### src/rtl/arb_pkg.sv
// rtl/arb_pkg.sv - shared constants and state encoding for the request arbiter
package arb_pkg;
  localparam int NREQ   = 4;
  localparam int ID_W   = 2;
  localparam int HOLD_W = 8;

  typedef enum logic {
    IDLE = 1'b0,
    BUSY = 1'b1
  } state_e;
endpackage

### src/rtl/rr_pick.sv
// rtl/rr_pick.sv - stateless round-robin winner select (rotated 4-to-2 priority encoder)
module rr_pick
  import arb_pkg::*;
(
  input  logic [NREQ-1:0] req,
  input  logic [ID_W-1:0] ptr,
  output logic [NREQ-1:0] win,
  output logic [ID_W-1:0] win_id,
  output logic            any
);

  logic [2*NREQ-1:0] dbl;
  logic [NREQ-1:0]   rot;
  logic [ID_W-1:0]   off;

  always_comb begin
    // rot[0] is the requester at ptr, rot[1] the next one, and so on
    dbl = {req, req} >> ptr;
    rot = dbl[NREQ-1:0];
    off = '0;
    for (int i = NREQ - 1; i >= 0; i--) begin
      if (rot[i]) begin
        off = i[ID_W-1:0];
      end
    end
    any    = |req;
    win_id = ptr + off;
    win    = '0;
    if (any) begin
      win[win_id] = 1'b1;
    end
  end

endmodule

### src/rtl/req_arbiter.sv
// rtl/req_arbiter.sv - round-robin arbiter with one-IDLE gap and hold-time force release
module req_arbiter #(
  parameter int NREQ     = 4,
  parameter int HOLD_MAX = 15
) (
  input  logic                      clk,
  input  logic                      rst,
  input  logic [NREQ-1:0]           req,
  input  logic                      done,
  output logic [NREQ-1:0]           gnt,
  output logic [arb_pkg::ID_W-1:0]  gnt_id,
  output logic                      valid,
  output logic                      timeout
);
  import arb_pkg::*;

  localparam logic [HOLD_W-1:0] HOLD_LAST = HOLD_W'(HOLD_MAX - 1);

  state_e            state_q, state_d;
  logic [ID_W-1:0]   ptr_q, ptr_d;
  logic [NREQ-1:0]   gnt_q, gnt_d;
  logic [ID_W-1:0]   gnt_id_q, gnt_id_d;
  logic [HOLD_W-1:0] hold_cnt_q, hold_cnt_d;
  logic              timeout_q, timeout_d;

  logic [NREQ-1:0]   pick_win;
  logic [ID_W-1:0]   pick_id;
  logic              pick_any;
  logic              owner_req;
  logic              hold_hit;
  logic              release_now;

  rr_pick u_pick (
    .req    (req),
    .ptr    (ptr_q),
    .win    (pick_win),
    .win_id (pick_id),
    .any    (pick_any)
  );

  always_comb begin
    state_d    = state_q;
    ptr_d      = ptr_q;
    gnt_d      = gnt_q;
    gnt_id_d   = gnt_id_q;
    hold_cnt_d = hold_cnt_q;
    timeout_d  = 1'b0;

    // gnt_id_q doubles as the owner index while BUSY
    owner_req   = req[gnt_id_q];
    hold_hit    = (hold_cnt_q == HOLD_LAST);
    release_now = done || !owner_req || hold_hit;

    case (state_q)
      IDLE: begin
        if (pick_any) begin
          gnt_d      = pick_win;
          gnt_id_d   = pick_id;
          hold_cnt_d = '0;
          state_d    = BUSY;
        end
      end
      BUSY: begin
        if (hold_cnt_q != '1) begin
          hold_cnt_d = hold_cnt_q + 1'b1;
        end
        if (release_now) begin
          // timeout only flags a release that nothing else would have caused
          timeout_d = hold_hit && !done && owner_req;
          ptr_d     = gnt_id_q + 1'b1;
          gnt_d     = '0;
          gnt_id_d  = '0;
          state_d   = IDLE;
        end
      end
      default: begin
        state_d  = IDLE;
        gnt_d    = '0;
        gnt_id_d = '0;
      end
    endcase
  end

  always_ff @(posedge clk or posedge rst) begin
    if (rst) begin
      state_q    <= IDLE;
      ptr_q      <= '0;
      gnt_q      <= '0;
      gnt_id_q   <= '0;
      hold_cnt_q <= '0;
      timeout_q  <= 1'b0;
    end else begin
      state_q    <= state_d;
      ptr_q      <= ptr_d;
      gnt_q      <= gnt_d;
      gnt_id_q   <= gnt_id_d;
      hold_cnt_q <= hold_cnt_d;
      timeout_q  <= timeout_d;
    end
  end

  assign gnt     = gnt_q;
  assign gnt_id  = gnt_id_q;
  assign valid   = |gnt_q;
  assign timeout = timeout_q;

endmodule

### config.mk
export PLATFORM = sky130hd
export DESIGN_NAME = req_arbiter
export DESIGN_NICKNAME = d
export VERILOG_FILES = /design/src/rtl/arb_pkg.sv /design/src/rtl/rr_pick.sv /design/src/rtl/req_arbiter.sv
export SDC_FILE = /design/constraint.sdc
export NUM_CORES = 1
export LEC_CHECK = 0
export CAP_MARGIN = 10
export CELL_PAD_IN_SITES_DETAIL_PLACEMENT = 1
export CELL_PAD_IN_SITES_GLOBAL_PLACEMENT = 1
export CORE_MARGIN = 3
export CORE_UTILIZATION = 30
export DETAILED_ROUTE_END_ITERATION = 12
export PLACE_DENSITY = 0.63
export SLEW_MARGIN = 15
export SYNTH_ARGS = -nofsm -noshare
export SYNTH_HDL_FRONTEND = slang
export SYNTH_SLANG_ARGS = --single-unit
export TNS_END_PERCENT = 1
### constraint.sdc
create_clock -name clk -period 1.79 [get_ports clk]
set_input_delay 0.358 -clock clk [delete_from_list [all_inputs] [get_ports clk]]
set_output_delay 0.358 -clock clk [all_outputs]
set_load 0.05 [all_outputs]
==> flow_metrics.py, run 1 <==
metrics = {
    "outcome": {
        "run_status": "finished with violations",
        "violations": "negative setup slack",
    },
    "cells_and_area": {
        "final_common_cell": "buf_4",
        "diodes": 0,
        "area_delta_synth_final_pct": 34.6,
        "n_fill_cell": 413,
        "final_cell_mix": "buf_4, dfrtp_1, nand2_1",
        "fin_nets": 166,
        "layout-drive-gt1-share": 0.297,
    },
    "synth": {
        "synth_ff_type": "dfrtp_1",
        "ys_ff_latch": 18,
        "synth_top_family_by_area": "simple AND/OR/NAND/NOR gates",
        "yosys.area.top_type_share": 0.402,
        "synth_fa_ha_area_frac": 0.0335,
        "synth_warnings": 0,
        "synthMuxAreaShare": 0.0446,
        "synth_xor_area_frac": 0.0536,
        "synth_compound_area_frac": 0.154,
        "syn_inst": 123,
        "avgSynthCellArea_um2": 9.11,
        "async_flop_share": 1.00,
        "syn_nets": 133,
        "synth-simple-area-share": 0.269,
        "synth_edf_count": 0,
        "synth_area_um2": 1120,
        "ys_types": 42,
        "yosys.area.top_type": "dfrtp_1",
        "ys_seq_area_frac": 0.402,
        "yosys-top-cells-area": "dfrtp_1, nor2_1, mux2i_1, nand3_1, nand2_1",
    },
    "die": {
        "num_rows": 21,
        "fp.dieArea_um2": 4510,
        "core_area_um2": 3470,
        "die_y_um": 67.1,
        "dieWidth_um": 67.1,
        "pin_count": 15,
        "start_util": 0.323,
    },
    "global_routing": {
        "grt.overflow.total": 0,
        "use_met2": 0.270,
        "met1_usage": 0.184,
        "grt-busiest-layer": "met2",
        "grt_pass1_vias": 1088,
        "met3_usage": 0.0283,
        "grt_pass1_wl_mm": 5.21,
        "grt_antenna_before_repair": 0,
        "grt_usage": 0.154,
        "grt_max_degree": 19,
    },
    "timing": {
        "finalSetupViolCount": 2,
        "min_period_ns": 1.80,
        "hold_viol": 0,
        "worst_slew_pin_slew_ns": 0.464,
        "final.setup.tns_ns": -0.0270,
        "fin_skew_ns": 0.00385,
        "fmax_mhz": 554,
        "layout_setup_ws_ns": -0.0149,
        "fin_crit_sh": 1.01,
        "maxSlewHeadroom": 0.688,
        "rsz0062_at_grt": "yes",
        "finalMaxSlewViolations": 0,
    },
    "setup_path": {
        "cp_common_cell": "xnor2_2",
        "cp-start-kind": "flop",
        "reg2reg_depth": 9,
        "endpoint_kind": "flop",
        "rr_endpoint": "gnt[1]$_DFFE_PP0P_",
        "critPathBufInv": 1,
        "reg2reg_slack_ns": -0.01,
        "critPathTopFamily": "compound AO/OA/AOI/OAI gates",
        "crit_chain": "nand3_1 > o311ai_2 > o21ai_1 > o221ai_1 > ha_2 > xnor2_2 > xnor2_2 > buf_6 > a31o_1",
        "crit-reg2reg-launch": "ptr_q[0]$_DFFE_PP0P_",
        "crit_required_ns": 1.94,
        "cp_max_fo": 5,
        "cp.arrival_ns": 1.96,
        "max_stage_delay_ns": 0.45,
        "slowest_stage": "dfrtp_2",
        "path_class": "reg2reg",
    },
    "clocking": {
        "cts_sinks": 18,
        "cts_inserted_buffers": 3,
        "clk_pin_slew_ns": 0.07,
        "clk_latency_ns": 0.26,
        "htreeDepth": 1,
        "clockRootBuffer": "clkbuf_8",
        "cts_max_path_buffers": 2,
        "cts_hold_repair.buffers": 0,
        "cts_tree": "built",
    },
    "route": {
        "drt_wl_total_mm": 3.03,
        "firstDrtPassIters": 4,
        "final_antenna_net_count": 0,
        "vias": 1049,
        "wl_per_cell_um": 15.1,
        "drt-initial-drc-count": 34,
        "via_per_inst": 5.22,
        "drcViolationCount": 0,
    },
    "power": {
        "p_leak_uw": 0.000675,
        "power_density_nw_per_um2": 1600,
        "ir_drop_mv": 0.652,
    },
    "min_path": {
        "min_path_type": "in2async",
    },
    "placement": {
        "gp_congestion": 0.797,
        "io_buffers": 14,
        "dpl_worst_slack_ns": -0.513,
        "dp_hpwl_mm": 2.35,
    },
    "run": {
        "cap_viol_max_count": 0,
    },
}
==> state kept, by name, indices dropped and copies added (netlist names) <==
| register | cells |
|---|---|
| ptr_q | 2 |
| gnt | 4 |
| state_q | 1 |
| timeout | 1 |
| hold_cnt_q | 8 |
| gnt_id | 2 |
==> cells in the mapped netlist (all sizes together) (2+ instances only) <==
cell type,n
nand3,10
o21ai,8
inv,5
nor3,3
nand2b,4
nand2,13
buf,3
ha,3
mux2i,5
and3,2
a21oi,2
dfrtp,18
xnor2,5
nor4b,2
nor2,15
o221ai,2
nor2b,2
clkbuf,2
nor4,2
==> metrics by stage <==
step	util	area (um^2)	hold WS, ns	total power (uW)	std cells
detailed placement	0.411	1430	0.522	2040	196
floorplan	-	1130	0.297	1540	123
CTS	0.429	1490	0.425	2360	200
global route	0.435	1510	0.449	2620	201
global placement	0.411	1430	0.527	2000	196
finish	0.435	1510	0.411	2420	201
==> layout make-up <==
type	count	area [um^2]	share of cell area
well taps	46	57.6	0.0381
flip-flops and latches	18	453	0.300
repair buffers	33	278	0.184
inverters	5	18.8	0.0124
multi-input cells	95	657	0.435
clock buffers	4	45.0	0.0299
==> worst max path at each step <==
| stage | start | end | slack [ns] | cells after the start |
|---|---|---|---|---|
| after floorplan | ptr_q[0]$_DFFE_PP0P_ | gnt[1]$_DFFE_PP0P_ | 0.005 | 8 |
| after global placement | req[2] | gnt[3]$_DFFE_PP0P_ | -0.50 | 8 |
| after detailed placement | req[2] | gnt[1]$_DFFE_PP0P_ | -0.51 | 8 |
| after CTS | req[3] | gnt[1]$_DFFE_PP0P_ | -0.12 | 10 |
| after global routing | ptr_q[0]$_DFFE_PP0P_ | gnt[1]$_DFFE_PP0P_ | -0.13 | 10 |
| final | ptr_q[0]$_DFFE_PP0P_ | gnt[1]$_DFFE_PP0P_ | -0.01 | 9 |
==> worst reg2reg max path, stage by stage, from the launching register on <==
cell and delay, ns:
dfrtp_2 0.45, nand3_1 0.10, o311ai_2 0.10, o21ai_1 0.09, o221ai_1 0.12, ha_2 0.21, xnor2_2 0.14, xnor2_2 0.15
buf_6 0.14, a31o_1 0.21
==> timing repair <==
| item | 4_1_cts | 5_1_grt |
|---|---|---|
| resized for setup | 10 | 5 |
| endpoints found under the setup margin | 10 | 10 |
| gates cloned | 0 | 0 |
| pin swaps | 0 | 2 |
| buffers inserted | 0 | 1 |
==> cell families (layout without fill, tap and decap cells) <==
kind of cell	Yosys count	after routing
and+or+nand+nor	58	58
AOI/OAI and AO/OA	23	23
muxes	5	5
xor gates and xnor gates	6	6
adders and majority gates	3	3
DFF	18	18
buffers and inverters	10	42
==> where the power goes <==
| part | internal [uW] | switching (uW) | total (uW) |
|---|---|---|---|
| Clock | 158 | 141 | 299 |
| Sequential | 530 | 155 | 685 |
| Combinational | 658 | 778 | 1440 |
| Total | 1350 | 1070 | 2420 |
==> per-layer routing <==
layer / vias up / share of wire
met2: 16 / 0.52
met5: - / 0
met4: 0 / 0.016
met1: 517 / 0.44
met3: 6 / 0.031
li1: 510 / -
Note: power is estimated with default switching activity, not from simulation.
==> run 2, diff against run 1 <==
--- a/config.mk
+++ b/config.mk
@@ -9,9 +9,9 @@
 export CELL_PAD_IN_SITES_DETAIL_PLACEMENT = 1
 export CELL_PAD_IN_SITES_GLOBAL_PLACEMENT = 1
 export CORE_MARGIN = 3
-export CORE_UTILIZATION = 30
+export CORE_UTILIZATION = 37
 export DETAILED_ROUTE_END_ITERATION = 12
-export PLACE_DENSITY = 0.63
+export PLACE_DENSITY = 0.75
 export SLEW_MARGIN = 15
 export SYNTH_ARGS = -nofsm -noshare
 export SYNTH_HDL_FRONTEND = slang
==> constraint.sdc (replaced) <==
create_clock -name clk -period 1.79 [get_ports clk]
set_input_delay 0.4475 -clock clk [delete_from_list [all_inputs] [get_ports clk]]
set_output_delay 0.4475 -clock clk [all_outputs]
set_load 0.05 [all_outputs]
==> run 2 against run 1 <==
Net effect:
- the flow still finishes with violations (negative setup slack)
- maximum frequency fell by 2.3%
- non-clock buffer count rose by 2
- final cell count fell by 6.5%
- largest power group unchanged
- critical path type is now in2reg
- hold slack improved by 0.041 ns
- clock-buffer cell count did not move
- power fell by 2.5%
- clock power fell by 28%
- combinational power barely moved
- critical endpoint unchanged
==> flow_metrics.py, run 2 (synthesis results as in run 1) <==
metrics = {
    "setup_path": {
        "cp_max_fo": 6,
        "reg2reg_depth": 7,
        "critPathBufInv": 2,
        "cp.arrival_ns": 2.10,
        "crit_chain": "dlygate4sd2_1 > buf_4 > nor2_2 > nand2_1 > o221ai_1 > ha_2 > xnor2_2 > xnor2_2 > a31o_1",
        "max_stage_delay_ns": 0.30,
        "critPathTopFamily": "compound AO/OA/AOI/OAI gates",
        "endpoint_kind": "flop",
        "cp_num_cells": 9,
        "slowest_stage": "xnor2_2",
        "cp_common_cell": "xnor2_2",
        "path_class": "in2reg",
        "crit_required_ns": 2.04,
        "cp-start-kind": "input pin",
    },
    "cells_and_area": {
        "final_common_cell": "buf_4",
        "instances_no_fill": 188,
        "final_cell_mix": "buf_4, dfrtp_1, nand2_1",
        "fin_nets": 168,
        "n_fill_cell": 332,
        "utilization": 0.530,
        "layout-drive-gt1-share": 0.312,
        "top_register": "hold_cnt_q",
        "largest_register_ffs": 8,
        "area_delta_synth_final_pct": 33.8,
        "diodes": 0,
    },
    "clocking": {
        "clk_latency_ns": 0.30,
        "clockRootBuffer": "clkbuf_4",
        "clk_pin_slew_ns": 0.11,
        "cts_tree": "built",
        "cts_hold_repair.buffers": 0,
        "htreeDepth": 1,
        "cts_max_path_buffers": 2,
        "cts_inserted_buffers": 3,
        "cts_sinks": 18,
    },
    "outcome": {
        "run_status": "finished with violations",
        "violations": "negative setup slack",
    },
    "route": {
        "drt_wl_total_mm": 3.12,
        "vias": 1066,
        "via_per_inst": 5.67,
        "firstDrtPassIters": 4,
        "drcViolationCount": 0,
        "drt-initial-drc-count": 52,
        "wl_per_cell_um": 16.6,
        "final_antenna_net_count": 0,
    },
    "power": {
        "pwr-share-seq": 0.295,
        "p_comb_frac": 0.614,
        "p_total_uw": 2360,
        "internal_power_uw": 1280,
        "power_density_nw_per_um2": 1570,
        "switching_share": 0.456,
        "ir_drop_mv": 0.633,
        "p_clk_frac": 0.091,
        "switchingPower_uw": 1080,
        "p_leak_uw": 0.000673,
    },
    "timing": {
        "fmax_mhz": 541,
        "hold_viol": 0,
        "fin_skew_ns": 0.0100,
        "fin_crit_sh": 1.03,
        "min_period_ns": 1.85,
        "rsz0062_at_grt": "yes",
        "worst_slew_pin_slew_ns": 0.426,
        "maxSlewHeadroom": 0.713,
        "layout_setup_ws_ns": -0.0571,
        "finalMaxSlewViolations": 0,
        "final.setup.tns_ns": -0.233,
        "finalSetupViolCount": 6,
    },
    "global_routing": {
        "met1_usage": 0.209,
        "grt_pass1_wl_mm": 5.03,
        "grt_max_degree": 19,
        "grt.overflow.total": 0,
        "grt_antenna_before_repair": 0,
        "met3_usage": 0.0419,
        "grt_pass1_vias": 1074,
        "use_met2": 0.329,
        "grt_usage": 0.184,
        "grt-busiest-layer": "met2",
    },
    "die": {
        "dieWidth_um": 61.0,
        "fp.dieArea_um2": 3730,
        "start_util": 0.396,
        "die_y_um": 61.0,
        "core_area_um2": 2830,
        "pin_count": 15,
        "num_rows": 19,
    },
    "placement": {
        "io_buffers": 14,
        "placed_cells": 182,
        "dp_hpwl_mm": 2.34,
        "gp_congestion": 0.930,
    },
    "run": {
        "cap_viol_max_count": 0,
    },
    "min_path": {
        "min_path_type": "in2async",
    },
}
run 2: cell count changes in the layout (fill, tap and decap cells not counted), moves of 2 or more:
cell	before	now
nor4_2	2	0
clkbuf_8	3	0
nor4_1	0	2
clkbuf_4	0	3
run 2: power groups by stage:
stage | Sequential [uW] | Combinational (uW) | Clock [uW]
after floorplan | 771 | 759 | 0
final | 696 | 1450 | 214
after CTS | 690 | 1440 | 224
after detailed placement | 694 | 1360 | 0
after global placement | 685 | 1310 | 0
after global routing | 720 | 1570 | 244
run 2: area by class of cell:
class / count / area (um^2) / area share
clock buffer: 4 / 26.3 / 0.0175
inverter: 5 / 18.8 / 0.0125
sequential: 18 / 454 / 0.303
timing repair buffer: 35 / 302 / 0.201
tap: 31 / 38.8 / 0.0259
multi-input combinational: 95 / 661 / 0.440
run 2: metal layers:
metal / up-vias / share of wire
li1: 510 / -
met1: 529 / 0.42
met2: 19 / 0.54
met3: 8 / 0.025
met4: 0 / 0.017
met5: - / 0
run 2: final timing paths:
path,start,endpoint,slack [ns]
setup / recovery,req[3],gnt[1]$_DFFE_PP0P_,-0.06
setup reg to reg,ptr_q[0]$_DFFE_PP0P_,gnt[1]$_DFFE_PP0P_,-0.02
min in group clk,hold_cnt_q[3]$_DFFE_PP0P_,hold_cnt_q[3]$_DFFE_PP0P_,0.55
hold reg to reg,hold_cnt_q[3]$_DFFE_PP0P_,hold_cnt_q[3]$_DFFE_PP0P_,0.55
hold / removal,rst,gnt[3]$_DFFE_PP0P_,0.45
max in group asynchronous,rst,ptr_q[0]$_DFFE_PP0P_,1.11
run 2: repair_timing:
item / CTS / global route
gates cloned: 0 / 0
pin swaps: 5 / 2
setup endpoints to repair: 10 / 8
resized for setup: 12 / 4
buffers inserted: 2 / 0
run 2: per-stage QoR:
stage / cell area (um^2) / hold slack [ns] / setup WS (ns)
after floorplan: 1130 / 0.386 / -0.0427
after global placement: 1430 / 0.535 / -0.538
after detailed placement: 1430 / 0.535 / -0.611
after CTS: 1490 / 0.465 / -0.0517
after global routing: 1500 / 0.499 / -0.159
final: 1500 / 0.452 / -0.0571
run 2: worst min-delay path: stages:
cell             delay [ns]
clkdlybuf4s50_1        0.40
inv_1                  0.05
buf_4                  0.25
